<file path="src/rtl/reg_writeback_queue.sv">
// Register-file writeback queue: merges mem and ALU results into an in-order FIFO,
// retires one per cycle and exposes a combinational pending-write lookup for forwarding.
module reg_writeback_queue #(
  parameter int unsigned regNum  = 32,
  parameter int unsigned regSize = 32,
  parameter int unsigned DEPTH   = 4
) (
  input  logic                       clk,
  input  logic                       rst,
  input  logic                       mem_valid,
  input  logic [$clog2(regNum)-1:0]  mem_reg,
  input  logic [regSize-1:0]         mem_data,
  output logic                       mem_ready,
  input  logic                       alu_valid,
  input  logic [$clog2(regNum)-1:0]  alu_reg,
  input  logic [regSize-1:0]         alu_data,
  output logic                       alu_ready,
  output logic [$clog2(regNum)-1:0]  write_reg,
  output logic [regSize-1:0]         write_data,
  output logic                       reg_write,
  input  logic [$clog2(regNum)-1:0]  query_reg,
  output logic                       query_hit,
  output logic [regSize-1:0]         query_data,
  output logic [$clog2(DEPTH+1)-1:0] count
);

  localparam int unsigned RW = $clog2(regNum);
  localparam int unsigned CW = $clog2(DEPTH + 1);
  localparam int unsigned PW = $clog2(DEPTH);
  localparam logic [CW-1:0] DepthC = CW'(DEPTH);

  logic [RW-1:0]      fifo_reg  [DEPTH];
  logic [regSize-1:0] fifo_data [DEPTH];
  logic [PW-1:0]      head;
  logic [PW-1:0]      tail;
  logic [PW-1:0]      alu_slot;
  logic               mem_push;
  logic               alu_push;
  logic               pop;

  // Readiness depends only on registered occupancy; a same-cycle pop never frees a slot.
  always_comb begin
    mem_ready = (count != DepthC);
    alu_ready = (count <= DepthC - CW'(2)) || (mem_ready && !mem_valid);
    mem_push  = mem_valid && mem_ready && (mem_reg != '0);
    alu_push  = alu_valid && alu_ready && (alu_reg != '0);
    pop       = (count != '0);
    alu_slot  = tail + PW'(mem_push);
  end

  // Storage needs no reset: occupancy alone decides which entries are meaningful.
  always_ff @(posedge clk) begin
    if (mem_push) begin
      fifo_reg[tail]  <= mem_reg;
      fifo_data[tail] <= mem_data;
    end
    if (alu_push) begin
      fifo_reg[alu_slot]  <= alu_reg;
      fifo_data[alu_slot] <= alu_data;
    end
  end

  always_ff @(posedge clk or posedge rst) begin
    if (rst) begin
      head       <= '0;
      tail       <= '0;
      count      <= '0;
      reg_write  <= 1'b0;
      write_reg  <= '0;
      write_data <= '0;
    end else begin
      tail      <= tail + PW'(mem_push) + PW'(alu_push);
      head      <= head + PW'(pop);
      count     <= count + CW'(mem_push) + CW'(alu_push) - CW'(pop);
      reg_write <= pop;
      if (pop) begin
        write_reg  <= fifo_reg[head];
        write_data <= fifo_data[head];
      end
    end
  end

  // Scan oldest to youngest so the youngest matching entry overrides earlier ones.
  always_comb begin
    query_hit  = 1'b0;
    query_data = '0;
    if (reg_write && (write_reg == query_reg)) begin
      query_hit  = 1'b1;
      query_data = write_data;
    end
    for (int unsigned k = 0; k < DEPTH; k++) begin
      if ((CW'(k) < count) && (fifo_reg[head + PW'(k)] == query_reg)) begin
        query_hit  = 1'b1;
        query_data = fifo_data[head + PW'(k)];
      end
    end
    if (query_reg == '0) begin
      query_hit  = 1'b0;
      query_data = '0;
    end
  end

endmodule

</file>
<file path="config.mk">
export PLATFORM = sky130hd
export DESIGN_NAME = reg_writeback_queue
export DESIGN_NICKNAME = d
export VERILOG_FILES = /design/src/rtl/reg_writeback_queue.sv
export SDC_FILE = /design/constraint.sdc
export NUM_CORES = 1
export LEC_CHECK = 0
export ABC_AREA = 1
export CAP_MARGIN = 10
export CORE_ASPECT_RATIO = 0.6
export CORE_MARGIN = 2
export CORE_UTILIZATION = 40
export DETAILED_ROUTE_END_ITERATION = 10
export DONT_BUFFER_PORTS = 1
export HOLD_SLACK_MARGIN = 0.03
export PLACE_DENSITY = 0.6
export SYNTH_ARGS = -nofsm -noshare
export SYNTH_HDL_FRONTEND = slang
export SYNTH_SLANG_ARGS = --single-unit
</file>
<file path="constraint.sdc">
create_clock -name clk -period 4.6 [get_ports clk]
set_input_delay 0 -clock clk [delete_from_list [all_inputs] [get_ports clk]]
set_output_delay 0 -clock clk [all_outputs]
set_load 0.01 [all_outputs]
</file>
# Word-level counts from Yosys, hierarchy flattened
# Memory sizes are Yosys's and may differ from the RTL's.
# Cells that the tools add are included.
op_classes:
  add_sub_neg: 9
  order_cmp: 5
  eq_ne: 6
  n_mux: 16
  reduce_logical: 16
ops:
  columns: ["cell", "count"]
  rows:
  - ["2-to-1 mux 32 bit", 6]
  - ["== test 5 bit", 5]
  - ["logical AND 1 bit", 10]
  - ["2-to-1 mux 1 bit", 10]
  - ["nonzero test 5 bit", 2]
  - ["adder 2 x 1 -> 2 bit", 3]
  - ["adder 3 x 1 -> 3 bit", 2]
  - ["less-than comparator 1 x 3 -> 1 bit (first input constant)", 2]
  - ["less-than comparator 2 x 3 -> 1 bit (first input constant)", 2]
  - ["zero test 5 bit", 1]
  - ["adder 2 bit (second input constant)", 2]
  - ["less-or-equal comparator 3 x 2 -> 1 bit (second input constant)", 1]
  - ["!= test 3 bit (second input constant)", 1]
  - ["nonzero test 3 bit", 1]
  - ["subtractor 3 x 1 -> 3 bit", 1]
  - ["adder 2 x 1 -> 2 bit (second input constant)", 1]
  - ["zero test 1 bit", 1]
  - ["logical OR 1 bit", 1]
word_totals:
  regBits: 45
  ramBits: 148
  in_bits: 83
  output_inout_bits: 76
  word_cells: 60
  n_memories: 2
mem_list:
  columns: ["name", "depth", "width", "read_ports", "rd_clocked_by_memory_dff", "wr", "line_no", "source"]
  rows:
  - ["fifo_data", 4, 32, 4, 0, 2, "33", "logic [regSize-1:0] fifo_data [DEPTH];"]
  - ["fifo_reg", 4, 5, 4, 0, 2, "32", "logic [RW-1:0] fifo_reg [DEPTH];"]

# Depth between registers and ports, before layout
logic_depth:
  ltp_word: 8
  mapped_depth: 17

# Least setup slack after synthesis
# Ideal clock, no wire load.
synth_path:
  path_type: "flip-flop to flip-flop"
  start: "reg count[0]"
  end: "mem fifo_data[2][0], enable pin"
  setup_time_ps: 483
  arrival_time_ps: 3664
  required_ps: 4117
  slack_ps: 453
  stages_incl_launch_ff: 6
  path_buffers: 0
  period_less_slack_ps: 4147
  cell_sequence: "dfrtp_1 -> nor2_1 -> nand2_1 -> nand3_1 -> or2_2 -> o21ai_0"
synth_rtl:
  columns: ["item", "line_no", "source"]
  rows:
  - ["start, declared", "24", "output logic [$clog2(DEPTH+1)-1:0] count"]
  - ["start signal, assigned", "74", "count <= count + CW'(mem_push) + CW'(alu_push) - CW'(pop);"]
  - ["end, declared", "33", null]

# Worst setup path after layout
layout_path:
  start: "reg head[0]"
  end: "out query_data[1]"
layout_via:
  elab_chain_cells: 8
  elab_cells_between_ends: 18
  cone_classes: "add/sub: 3; eq/ne: 4; mux: 5; reduce/logical: 4; memory: 2"
layout_rtl:
  columns: ["item", "line_no", "source"]
  rows:
  - ["start, declared", "34", "logic [PW-1:0] head;"]
  - ["start signal, assigned", "73", "head <= head + PW'(pop);"]
  - ["adder 2 x 1 -> 2 bit / memory (4 x 5 bit) (equally long branches)", null, null]
  - ["memory (4 x 5 bit) / == test 5 bit (equally long branches)", null, null]
  - ["== test 5 bit / logical AND 1 bit (equally long branches)", "92", "if ((CW'(k) < count) && (fifo_reg[head + PW'(k)] == query_reg)) begin"]
  - ["logical AND 1 bit / 2-to-1 mux 32 bit (equally long branches)", "92", null]
  - ["2-to-1 mux 32 bit (2 in a row)", "92", null]
  - ["2-to-1 mux 32 bit (*)", "92", null]
  - ["2-to-1 mux 32 bit (*)", "97", "if (query_reg == '0) begin"]
  - ["end, declared", "23", "output logic [regSize-1:0] query_data,"]
# Every way passes the cells marked *; elsewhere a longest branch is shown, timed or not.

==> results.cfg <==
[status]
outcome = completed

[clock_network]
ctsRootBufferMaster = clkbuf_16
cts_post_setup_buffers_inserted = 0
cts_tree = done
clkTransAtPathRegs_ns = 0.07
cts_buffers = 17
clock_latency_ns = 0.46
cts.repair.resized = 0
clock_path_buffers = 2
cts_max_level = 4
numClockSinks = 193

[detailed_routing]
postRouteAntennaNets = 0
first_iter_violations = 1188
firstDrtPassIters = 5
wl_per_cell_um = 17.4
wirelength_um = 42900
num_vias = 12766
vias_per_cell = 5.16
drc = 0

[final_layout]
fill_cells = 3278
nets = 2096
largest_register_ffs = 128
design_area_sq_um = 15300
area_delta_synth_final_pct = 13.8
final_layout_size_suffix_gt1_share_pct = 4.71
final_core_util_pct = 46.7

[min_path]
hp-start = mem_valid
worst_hold_path_type = in -> reg

[pwr]
p_int_mw = 5.48
pwr-share-seq_pct = 31.1
p_per_area_nw_per_um2 = 741
max-vdd-ir-drop_mv = 0.492
swShare_pct = 51.7
power_frac_comb_pct = 56.0
p_total_mw = 11.3
leakagePower_nw = 7.03
clkPwrFrac_pct = 12.9
p_sw_mw = 5.86

[timing]
fin_crit_sh_pct = 88.0
fmax_mhz = 247
drv_slew = 0
tns_ns = 0
min_period_ns = 4.05
setup_viol = 0
relSlewSlack_pct = 22.5
rsz0062_at_grt = no
skew_ns = 0.0122
worst_slew_pin_slew_ns = 1.16
final_hold_viol_count = 0

[critical_path]
cp_num_buf_inv = 3
r2r_setup_slack_ns = 0.66
worst_setup_path_start_kind = flip-flop
crit_path_cell_trace = inv_1 -> nand2_2 -> nand2_4 -> inv_4 -> nand2_1 -> nand3_1 -> nand2_1 -> nor2_2 -> nand3_4 -> buf_4 -> nor2_1 -> nor2_1 -> nand2_1 -> a21oi_1
critPathArrivalTime_ns = 4.05
worstReg2RegStart = count[0]
crit_start = head[0]
path_delay_family = simple AND/OR/NAND/NOR gates
path_common_cell = nand2_1
cp_slowest_stage_delay_ns = 0.62
critical_path.slowest_cell = dfrtp_4
cp-end-kind = primary output
critPathMaxFanout = 52
critPathRequiredTime_ns = 4.60
crit_type = reg -> out

[job]
maxCapViolCount = 0

[floorplanning]
num_rows = 51
core_sq_um = 32700
io_pins = 159
start_util_pct = 41.1
die_width_um = 241
dieArea_sq_um = 35100
fp.dieH_um = 146

[synth]
synth_area_sq_um = 13400
yosys_warnings = 0
synthArstFlopShare_pct = 23.3
yosys_register_bits = 193
synth_top_area_share_pct = 33.1
yosysTopAreaCell = edfxtp_1
yosysSeqAreaShare_pct = 41.4
yosysUniqueCellTypes = 36
synthCells = 1991
syn-num-nets = 2082
synth_edf_count = 148
synthTopCellsByArea = edfxtp_1, nand2_1, o21ai_0
ys.flop_type = edfxtp_1
synth.avg_cell_area_sq_um = 6.75

[grt]
grt-ovfl-total = 0
grt_pass1_wl_um = 66600
grt_max_degree = 256
antenna_found_initial = 4
track_usage_pct = 24.8
grt_pass1_vias = 11486

[placed_design]
place_area_sq_um = 13600
globalplace.congestion = 0.954
place.detailed.hpwl_um = 27300
port_buffers = 0
through the flow:
stage	hold slack, ns	worst slack, ns	instances
after floorplan	0.178	0.453	1991
after global placement	0.145	1.10	2323
after detailed placement	0.143	1.08	2323
after CTS	0.0373	0.558	2468
after global routing	0.0917	0.250	2471
final	0.0495	0.552	2472
layout by cell type, fill, tap and decap left out, types with 2 or more instances in the layout:
cell,instances
nor3_1,3
inv_2,4
a21oi_2,20
inv_1,129
inv_4,3
edfxtp_1,148
clkinv_1,2
a21oi_1,16
nand2_1,802
nand3_2,3
nand2_2,2
mux2i_1,2
fa_1,2
diode_2,4
nor2_2,3
clkinvlp_4,2
buf_4,17
nand3_4,5
o21ai_4,4
o21ai_1,35
clkinv_2,4
xnor2_1,3
clkbuf_16,17
dfrtp_1,44
clkinv_4,2
nor2_1,142
xor2_1,5
ha_1,6
dlygate4sd3_1,113
nand2_4,2
nand3_1,40
o21ai_0,418
clkbuf_1,3
nand4_1,6
cells by family (layout without fill, tap and decap cells):
kind of cell	Yosys count	count (layout)	share of synthesized area, %
AND/OR/NAND/NOR	1012	1012	29.3
AO/OA/AOI/OAI	496	496	19.1
buffers and inverters	272	299	8.64
flip-flops	193	193	41.4
adder cells (fa/ha/maj)	8	8	0.856
XOR/XNOR	8	8	0.521
multiplexers	2	2	0.149
other	0	4	0
power groups by stage:
stage          sequential, mW  clock [mW]  combinational [mW]
3_5_place_dp             3.56           0                6.09
2_1_floorplan            3.31           0                4.75
3_3_place_gp             3.55           0                5.98
6_report                 3.52        1.47                6.35
4_1_cts                  3.52        1.48                6.32
5_1_grt                  3.63        1.55                7.28
path summary, 6_finish.rpt:
check,endpoint,cells after the start
min in group asynchronous,write_data[28],3
max in group asynchronous,head[0],3
worst max register to register,fifo_data[3][5],11
worst max-delay path,query_data[1],14
worst min-delay path,count[0],4
worst min register to register,write_data[24],2
area by class of cell:
| class | count | area [sq um] | area share (%) |
|---|---|---|---|
| diodes | 4 | 10.0 | 0.0654 |
| clock inverters | 11 | 90.1 | 0.589 |
| inverters | 136 | 518 | 3.39 |
| multi-input cells | 1526 | 6810 | 44.5 |
| well taps | 450 | 563 | 3.68 |
| clock buffers | 21 | 450 | 2.94 |
| repair buffers | 131 | 1280 | 8.36 |
| flip-flops and latches | 193 | 5570 | 36.4 |
per-layer routing:
layer | wire length, um | vias up | part of all wire [%] | GRT usage, %
met3 | 4560 | 38 | 11 | 7.76
met2 | 17600 | 447 | 41 | 36.0
met1 | 20200 | 5787 | 47 | 36.3
met5 | 0 | - | 0 | 0
met4 | 539 | 0 | 1.3 | 4.60
li1 | - | 6494 | - | -
tightest hold or removal path, delay by kind of cell:
| kind | cells | cell delay, ns |
|---|---|---|
| adders and majority gates | 2 | 0.32 |
| buffers and inverters | 1 | 0.04 |
| and+or+nand+nor | 1 | 0.11 |
timing repair:
action,CTS,global route
hold buffers,113,0
endpoints found under the setup margin,0,0
endpoints found under the hold margin,194,0
cells in the mapped netlist (3+ instances only):
library cell	instances
nand2_1	803
o21ai_0	422
edfxtp_1	148
nor2_1	142
inv_1	131
clkbuf_1	90
dfrtp_1	45
nand3_1	45
o21ai_1	35
a21oi_2	20
buf_2	17
a21oi_1	16
buf_4	11
buf_6	10
buf_1	8
ha_1	6
nand4_1	6
xor2_1	5
inv_2	4
nor2_2	3
nor3_1	3
xnor2_1	3
Note: power is estimated with default switching activity, not from simulation.
